**config.mk**
```make
export PLATFORM = sky130hd
export DESIGN_NAME = keccak_round_ctrl
export DESIGN_NICKNAME = d
export VERILOG_FILES = /design/src/rtl/keccak_round_ctrl.sv
export SDC_FILE = /design/constraint.sdc
export NUM_CORES = 1
export LEC_CHECK = 0
export ABC_CLOCK_PERIOD_IN_PS = 2200
export CAP_MARGIN = 25
export CORE_AREA = 2 2 106 118
export CTS_BUF_LIST = sky130_fd_sc_hd__clkbuf_4 sky130_fd_sc_hd__clkbuf_8 sky130_fd_sc_hd__clkbuf_16
export CTS_CLUSTER_SIZE = 24
export DETAILED_ROUTE_END_ITERATION = 12
export DIE_AREA = 0 0 108 120
export PLACE_DENSITY = 0.48
export SETUP_SLACK_MARGIN = 0.02
export SLEW_MARGIN = 20
export SYNTH_ARGS = -nofsm -noshare
export SYNTH_HDL_FRONTEND = slang
export SYNTH_SLANG_ARGS = --single-unit
```
**constraint.sdc**
```tcl
create_clock -name clk -period 2.2 [get_ports clk]
set_input_delay 0.55 -clock clk [delete_from_list [all_inputs] [get_ports clk]]
set_output_delay 0.55 -clock clk [all_outputs]
set_load 0.02 [all_outputs]
```
**src/rtl/keccak_round_ctrl.sv**
```systemverilog
// Sequencer for an iterative Keccak-f[1600] core: absorb, permute and squeeze strobes.
// Latency: start -> state_clr next cycle, first in_ready 2 cycles after start; UNROLL rounds/clock.
// Backpressure: ABSORB waits on in_valid, SQUEEZE holds out_valid until out_ready; PERMUTE never stalls.
module keccak_round_ctrl #(
   parameter int NUM_ROUNDS = 24,
   parameter int UNROLL     = 1,
   parameter int CNT_WIDTH  = 16
) (
   input  logic                 clk,
   input  logic                 reset,
   input  logic                 start,
   input  logic [CNT_WIDTH-1:0] num_in_blocks,
   input  logic [CNT_WIDTH-1:0] num_out_blocks,
   input  logic                 in_valid,
   output logic                 in_ready,
   output logic                 absorb_en,
   output logic                 state_clr,
   output logic                 round_en,
   output logic [4:0]           round,
   output logic                 out_valid,
   input  logic                 out_ready,
   output logic                 busy,
   output logic                 done
);

   typedef enum logic [2:0] {
      IDLE    = 3'd0,
      INIT    = 3'd1,
      ABSORB  = 3'd2,
      PERMUTE = 3'd3,
      SQUEEZE = 3'd4,
      DONE    = 3'd5
   } state_t;

   // Round index step per clock and the base index of the final permutation cycle.
   localparam logic [4:0] STEP = 5'(UNROLL);
   localparam logic [4:0] LAST = 5'(NUM_ROUNDS - UNROLL);

   state_t               state, state_nx;
   logic [4:0]           round_q, round_nx;
   logic                 phase, phase_nx;       // 0 = absorbing, 1 = squeezing
   logic [CNT_WIDTH-1:0] in_rem, in_rem_nx;
   logic [CNT_WIDTH-1:0] out_rem, out_rem_nx;

   // State and counter registers; reset aborts any hash in flight without a done pulse.
   always_ff @(posedge clk) begin
      if (reset) begin
         state   <= IDLE;
         round_q <= 5'd0;
         phase   <= 1'b0;
         in_rem  <= '0;
         out_rem <= '0;
      end else begin
         state   <= state_nx;
         round_q <= round_nx;
         phase   <= phase_nx;
         in_rem  <= in_rem_nx;
         out_rem <= out_rem_nx;
      end
   end

   // Next-state logic and strobes; every strobe is a function of the current state and inputs.
   always_comb begin
      state_nx   = state;
      round_nx   = round_q;
      phase_nx   = phase;
      in_rem_nx  = in_rem;
      out_rem_nx = out_rem;
      in_ready   = 1'b0;
      absorb_en  = 1'b0;
      state_clr  = 1'b0;
      round_en   = 1'b0;
      round      = 5'd0;
      out_valid  = 1'b0;
      done       = 1'b0;
      busy       = (state != IDLE);

      case (state)
         IDLE: begin
            if (start) begin
               in_rem_nx  = num_in_blocks;
               out_rem_nx = num_out_blocks;
               phase_nx   = 1'b0;
               round_nx   = 5'd0;
               state_nx   = INIT;
            end
         end
         INIT: begin
            state_clr = 1'b1;
            // An empty request in either direction has nothing to hash.
            if (in_rem == '0 || out_rem == '0) state_nx = DONE;
            else                               state_nx = ABSORB;
         end
         ABSORB: begin
            in_ready = 1'b1;
            if (in_valid) begin
               absorb_en = 1'b1;
               if (in_rem != '0) in_rem_nx = in_rem - CNT_WIDTH'(1);
               round_nx = 5'd0;
               state_nx = PERMUTE;
            end
         end
         PERMUTE: begin
            round_en = 1'b1;
            round    = round_q;
            if (round_q == LAST) begin
               round_nx = 5'd0;
               if (phase) begin
                  state_nx = SQUEEZE;
               end else if (in_rem != '0) begin
                  state_nx = ABSORB;
               end else begin
                  phase_nx = 1'b1;
                  state_nx = SQUEEZE;
               end
            end else begin
               round_nx = round_q + STEP;
            end
         end
         SQUEEZE: begin
            out_valid = 1'b1;
            if (out_ready) begin
               if (out_rem != '0) out_rem_nx = out_rem - CNT_WIDTH'(1);
               // The last block leaves the counter at zero; otherwise permute for the next one.
               if (out_rem <= CNT_WIDTH'(1)) begin
                  state_nx = DONE;
               end else begin
                  round_nx = 5'd0;
                  state_nx = PERMUTE;
               end
            end
         end
         DONE: begin
            done     = 1'b1;
            state_nx = IDLE;
         end
         default: state_nx = IDLE;
      endcase
   end

endmodule

```
== Word level (Yosys, flattened, before mapping) ==
Index checks and enable logic that the tools add are counted.

* Register bits after elaboration: 41
* Latch bits: 0
* Bits in writable memories: 0
* Bits in read-only memories: 0
* Bits of input ports: 37
* Output and inout bits: 12
* Word-level logic and storage cells: 74
* Memories kept: 0

* Add/sub/neg operators: 3
* Multipliers: 0
* Div/mod/pow operators: 0
* Magnitude comparators: 1
* Equal/unequal tests: 13
* Shifts and indexed selects: 0
* Multiplexer cells: 36
* Bitwise logic cells: 0
* Reductions and logical operators: 16

{| class="wikitable"
|+ Operators by type and width
! kind !! count
|-
| 2-to-1 mux 16 bit || 6
|-
| case mux 16 bit (2 select lines) || 2
|-
| logical NOT 16 bit || 2
|-
| nonzero test 16 bit || 2
|-
| subtractor 16 x 1 -> 16 bit (second input constant) || 2
|-
| 2-to-1 mux 5 bit || 6
|-
| 2-to-1 mux 3 bit || 8
|-
| case mux 5 bit (4 select lines) || 1
|-
| <= comparator 16 x 1 -> 1 bit (second input constant) || 1
|-
| case mux 3 bit (5 select lines) || 1
|-
| != test 2 bit (second input constant) || 7
|-
| AND reduction 4 bit || 3
|-
| 2-to-1 mux 1 bit || 11
|-
| == test 3 x 2 -> 1 bit (second input constant) || 2
|-
| == test 3 bit (second input constant) || 2
|-
| nonzero test 2 bit || 3
|-
| adder 5 x 1 -> 5 bit (second input constant) || 1
|-
| == test 5 bit (second input constant) || 1
|-
| AND reduction 5 bit || 1
|-
| nonzero test 4 bit || 1
|-
| == test 3 x 1 -> 1 bit (second input constant) || 1
|-
| logical NOT 3 bit || 1
|-
| AND reduction 3 bit || 1
|-
| nonzero test 3 bit || 1
|-
| 2 further kinds || 2
|}

== Longest topological paths before layout ==
* Depth after elaboration: 5
* Depth in mapped cells: 9
* Gate-level depth less buffers: 7

== Worst setup path after synthesis ==
OpenSTA, ideal clock, no wires.

* Path kind: reg2out
* From: register state[2]
* To: output absorb_en
* Arrival: 1.780 ns
* Data required time: 1.650 ns
* Path slack: -0.130 ns
* Cell stages (with the launch flop): 7
* Path buffers: 3
* Cell sequence: dfxtp_1 > clkbuf_1 > or3b_2 > clkbuf_1 > inv_1 > clkbuf_1 > and2_1

* Cells in the longest elaborated chain, start to end: 2

{| class="wikitable"
|+ RTL lines
! item !! line !! text
|-
| start: declaration || 39 || <nowiki>state_t state, state_nx;</nowiki>
|-
| start signal: assignment || 54 || <nowiki>state <= state_nx;</nowiki>
|-
| == test 3 x 2 -> 1 bit || 78 || <nowiki>case (state)</nowiki>
|-
| 2-to-1 mux 1 bit || 78 ||
|-
| end: declaration || 16 || <nowiki>output logic absorb_en,</nowiki>
|}

Every way passes these cells.

== Worst setup path after layout ==
* From: register state[2]
* To: output in_ready

* Cells in the longest elaborated chain, start to end: 2

{| class="wikitable"
|+ RTL lines
! item !! line !! text
|-
| == test 3 x 2 -> 1 bit || 78 ||
|-
| 2-to-1 mux 1 bit || 78 ||
|-
| end: declaration || 15 || <nowiki>output logic in_ready,</nowiki>
|}

Every way passes these cells.

==> results list <==
* Status: finished, final reports clean
* X dimension of the die: 108 µm
- Summed over all cells, the static leakage comes to 1.51 nW.
* Final critical delay including setup and external delays: 2.11 ns
- Once the floorplan was initialized, standard cells occupied 23.5% of the core.
- Number of failing setup endpoints in the final timing report: 0
- The worst hold path belongs to the class reg2reg.
- Clock buffers created by TritonCTS: 5
- After synthesis, the share of flip-flops with an asynchronous set or reset is 0%.
* Fin crit share: 95.9%
- Entering global routing, the biggest net connects 32 pins.
- Leaving out fill and tap cells, the most frequent cell in the layout is sky130_fd_sc_hd__buf_4.
- For the pin with the worst max-slew slack, the measured transition is 0.442 ns.
- Core ar.: 11800 µm²
* Clock Sink Count: 41
- Most frequent cells in the layout: sky130_fd_sc_hd__buf_4 (50), sky130_fd_sc_hd__a21oi_1 (45), sky130_fd_sc_hd__dfxtp_1 (39)
* Via count of the first global-routing pass: 3078
- Fin. Hold Viols: 0
- Final routed wire length divided by cell count: 14.3 µm
- For this run, the total global-route usage over all layers was measured as 14.3%.
- The final route contains 3109 vias.
- The area growth from synthesis to layout is 40.0%.
* Count of input and output buffers: 48
* Hold-fix buffers at CTS: 0
- Yosys printed 0 warnings.
- Arrival @ worst endpoint: 1.56 ns
- Max-cap violations in this run came to 0.
- For this run, the leading register cell type out of synthesis is sky130_fd_sc_hd__dfxtp_1.
- Tightest slew margin relative to the limit: 70.3%
- Via-per-instance ratio: 5.11
- Total nets after synthesis: 419
- TritonCTS built the clock tree.
- Of the cells placed in the final design, the portion with a size suffix greater than 1 is 19.8%.
- Once detail routing completed, the nets flagged for antenna violations numbered 0.
- WS Path Type: reg2out
- Total power: 0.00465 W
- A synthesized cell averages 7.40 µm².
- Final Wtd Congestion: 0.829
* Power density cells: 1190 nW/µm²
- The number of pins exceeding their max-slew limit in the final report is 0.
* Cells after synthesis: 376
* Register bit total from synthesis: 41
- Placement Rows: 42
- The final layout contains 499 nets.
* Number of flops mapped to enable cells by yosys: 0
- Max H-tree Level: 2
- 0 antenna diodes ended up in the layout.
* Post-synthesis cell type count: 59
- Measured on the finished design, the core utilization comes to 33.0%.
- After the first detailed-routing iteration, the DRC count stood at 136.
- Fin Clk Skew: 0.00764 ns
- Total Routed Length: 8710 µm
- Buffers from clock root to sink, at most: 2
- Synthesized area: 2780 µm²
* RSZ-0062 raised after global routing: true
* Worst hold stages: 2
- Startpoint type of the worst setup path: flip-flop
- Worst-skew pair later-pin latency: 0.29 ns
- Clock slew seen by the registers of the worst setup and hold paths: 0.06 ns
- Congestion Overflow GR: 0
* First drt pass iteration count: 4
- In the routed design, unresolved DRC markers number 0.
- HPWL after DPL: 6280 µm
* Number of ports placed on the die boundary: 49
* Number of antenna violations at the first check in global routing: 0
- For the worst setup path, the data required time is 1.65 ns.
- Measured in cells, the most critical reg-to-reg path has a length of 6.
- Largest fanout on the critical path: 4
- In this run the clock root is driven by a sky130_fd_sc_hd__clkbuf_16.
- Sequential element share of the synthesized area: 29.5%
- The die covers 13000 µm².
- Vertical extent of the die: 120 µm
* First-pass GRT wire length: 15000 µm
* Capturing element type of the critical path: output pin
* Max Clock Freq: 474 MHz
- Across the VDD grid, the largest voltage drop is 383 µV.
-- worst paths after layout --
path              start  slack [ns]         end
max            state[2]        0.09    in_ready
min          in_rem[13]        0.50  in_rem[13]
max reg2reg  out_rem[7]        0.14    state[1]
min reg2reg  in_rem[13]        0.50  in_rem[13]
-- cells by family after synthesis --
family	after synthesis	share of synthesized area [%]
AND/OR/NAND/NOR	152	29.4
AO/OA/AOI/OAI	135	31.4
flip-flops	41	29.5
buffers and inverters	39	5.84
adder cells (fa/ha/maj)	6	2.70
multiplexers	3	1.17
-- cells in the mapped netlist, types with 3 or more instances --
library cell               count  share of area [%]
sky130_fd_sc_hd__a21oi_1      45                8.1
sky130_fd_sc_hd__dfxtp_1      41                 29
sky130_fd_sc_hd__nand2_1      33                4.4
sky130_fd_sc_hd__nor2_1       32                4.3
sky130_fd_sc_hd__o21ai_0      27                4.9
sky130_fd_sc_hd__clkbuf_1     21                2.8
sky130_fd_sc_hd__nor3_1       15                2.7
sky130_fd_sc_hd__nor4_1       12                2.7
sky130_fd_sc_hd__a211oi_1     11                3.0
sky130_fd_sc_hd__inv_1        11                1.5
sky130_fd_sc_hd__nand2b_1     11                2.5
sky130_fd_sc_hd__o32ai_1      10                3.1
sky130_fd_sc_hd__and2_1        8                1.8
sky130_fd_sc_hd__ha_1          6                2.7
sky130_fd_sc_hd__nand3_1       6                1.1
sky130_fd_sc_hd__o21ai_1       6                1.1
sky130_fd_sc_hd__nand4_1       5                1.1
sky130_fd_sc_hd__or4_1         5                1.3
sky130_fd_sc_hd__buf_2         4               0.72
sky130_fd_sc_hd__o21a_1        4                1.1
sky130_fd_sc_hd__o31a_1        4                1.3
sky130_fd_sc_hd__or2_2         4               0.90
sky130_fd_sc_hd__a31oi_1       3               0.67
sky130_fd_sc_hd__nand3b_1      3               0.81
sky130_fd_sc_hd__o31ai_1       3               0.81
sky130_fd_sc_hd__or3_1         3               0.67
sky130_fd_sc_hd__or3b_2        3               0.94
-- routing by layer --
layer  global-route usage, %  vias up  share of wire, %
met5                       0        -                 0
met4                    4.49        0               1.3
met3                    2.28       10               5.4
met2                    22.6       76                46
met1                    19.7     1464                47
li1                        -     1559                 -
-- flip-flops by register name, indices dropped and copies added, names as in the netlist --
name,count
in_rem,16
out_rem,16
round_q,5
state,3
phase,1
-- cell type report --
type                    count  area [µm²]
fillers                  1290        7930
multi-input cells         296        1840
repair buffers            100         866
flip-flops and latches     41         823
well taps                 154         193
clock buffers               5         125
inverters                  12        45.0
clock inverters             1        5.00
-- critical path: stages (launching register included) --
cell and delay [ns]:
sky130_fd_sc_hd__dfxtp_1 0.33, sky130_fd_sc_hd__or3b_2 0.50, sky130_fd_sc_hd__inv_2 0.09, sky130_fd_sc_hd__buf_4 0.11, sky130_fd_sc_hd__clkdlybuf4s15_2 0.25
-- through the flow --
| stage | setup slack [ns] | instance area, µm² | instances | setup TNS [ns] | hold slack [ns] |
|---|---|---|---|---|---|
| global route | 0.0119 | 3900 | 609 | 0 | 0.543 |
| finish | 0.0892 | 3900 | 609 | 0 | 0.500 |
| floorplan | 0.0429 | 2790 | 376 | 0 | 0.461 |
| CTS | 0.0179 | 3900 | 609 | 0 | 0.500 |
| detailed placement | -0.128 | 3750 | 602 | -0.146 | 0.490 |
| global placement | -0.123 | 3750 | 602 | -0.123 | 0.480 |
-- timing repair --
item / 4_1_cts / 5_1_grt
pin swaps: 4 / 1
resized for setup: 24 / 18
buffers inserted: 1 / 0
setup endpoints to repair: 14 / 19
endpoints found under the hold margin: 0 / 0
-- where the power goes --
group,leakage (nW),internal [W],switching [W]
Clock,0.0655,0.000406,0.000308
Sequential,0.337,0.000943,0.000189
Combinational,1.11,0.00126,0.00154
Total,1.51,0.00261,0.00204
Note: power is estimated with default switching activity, not from simulation.
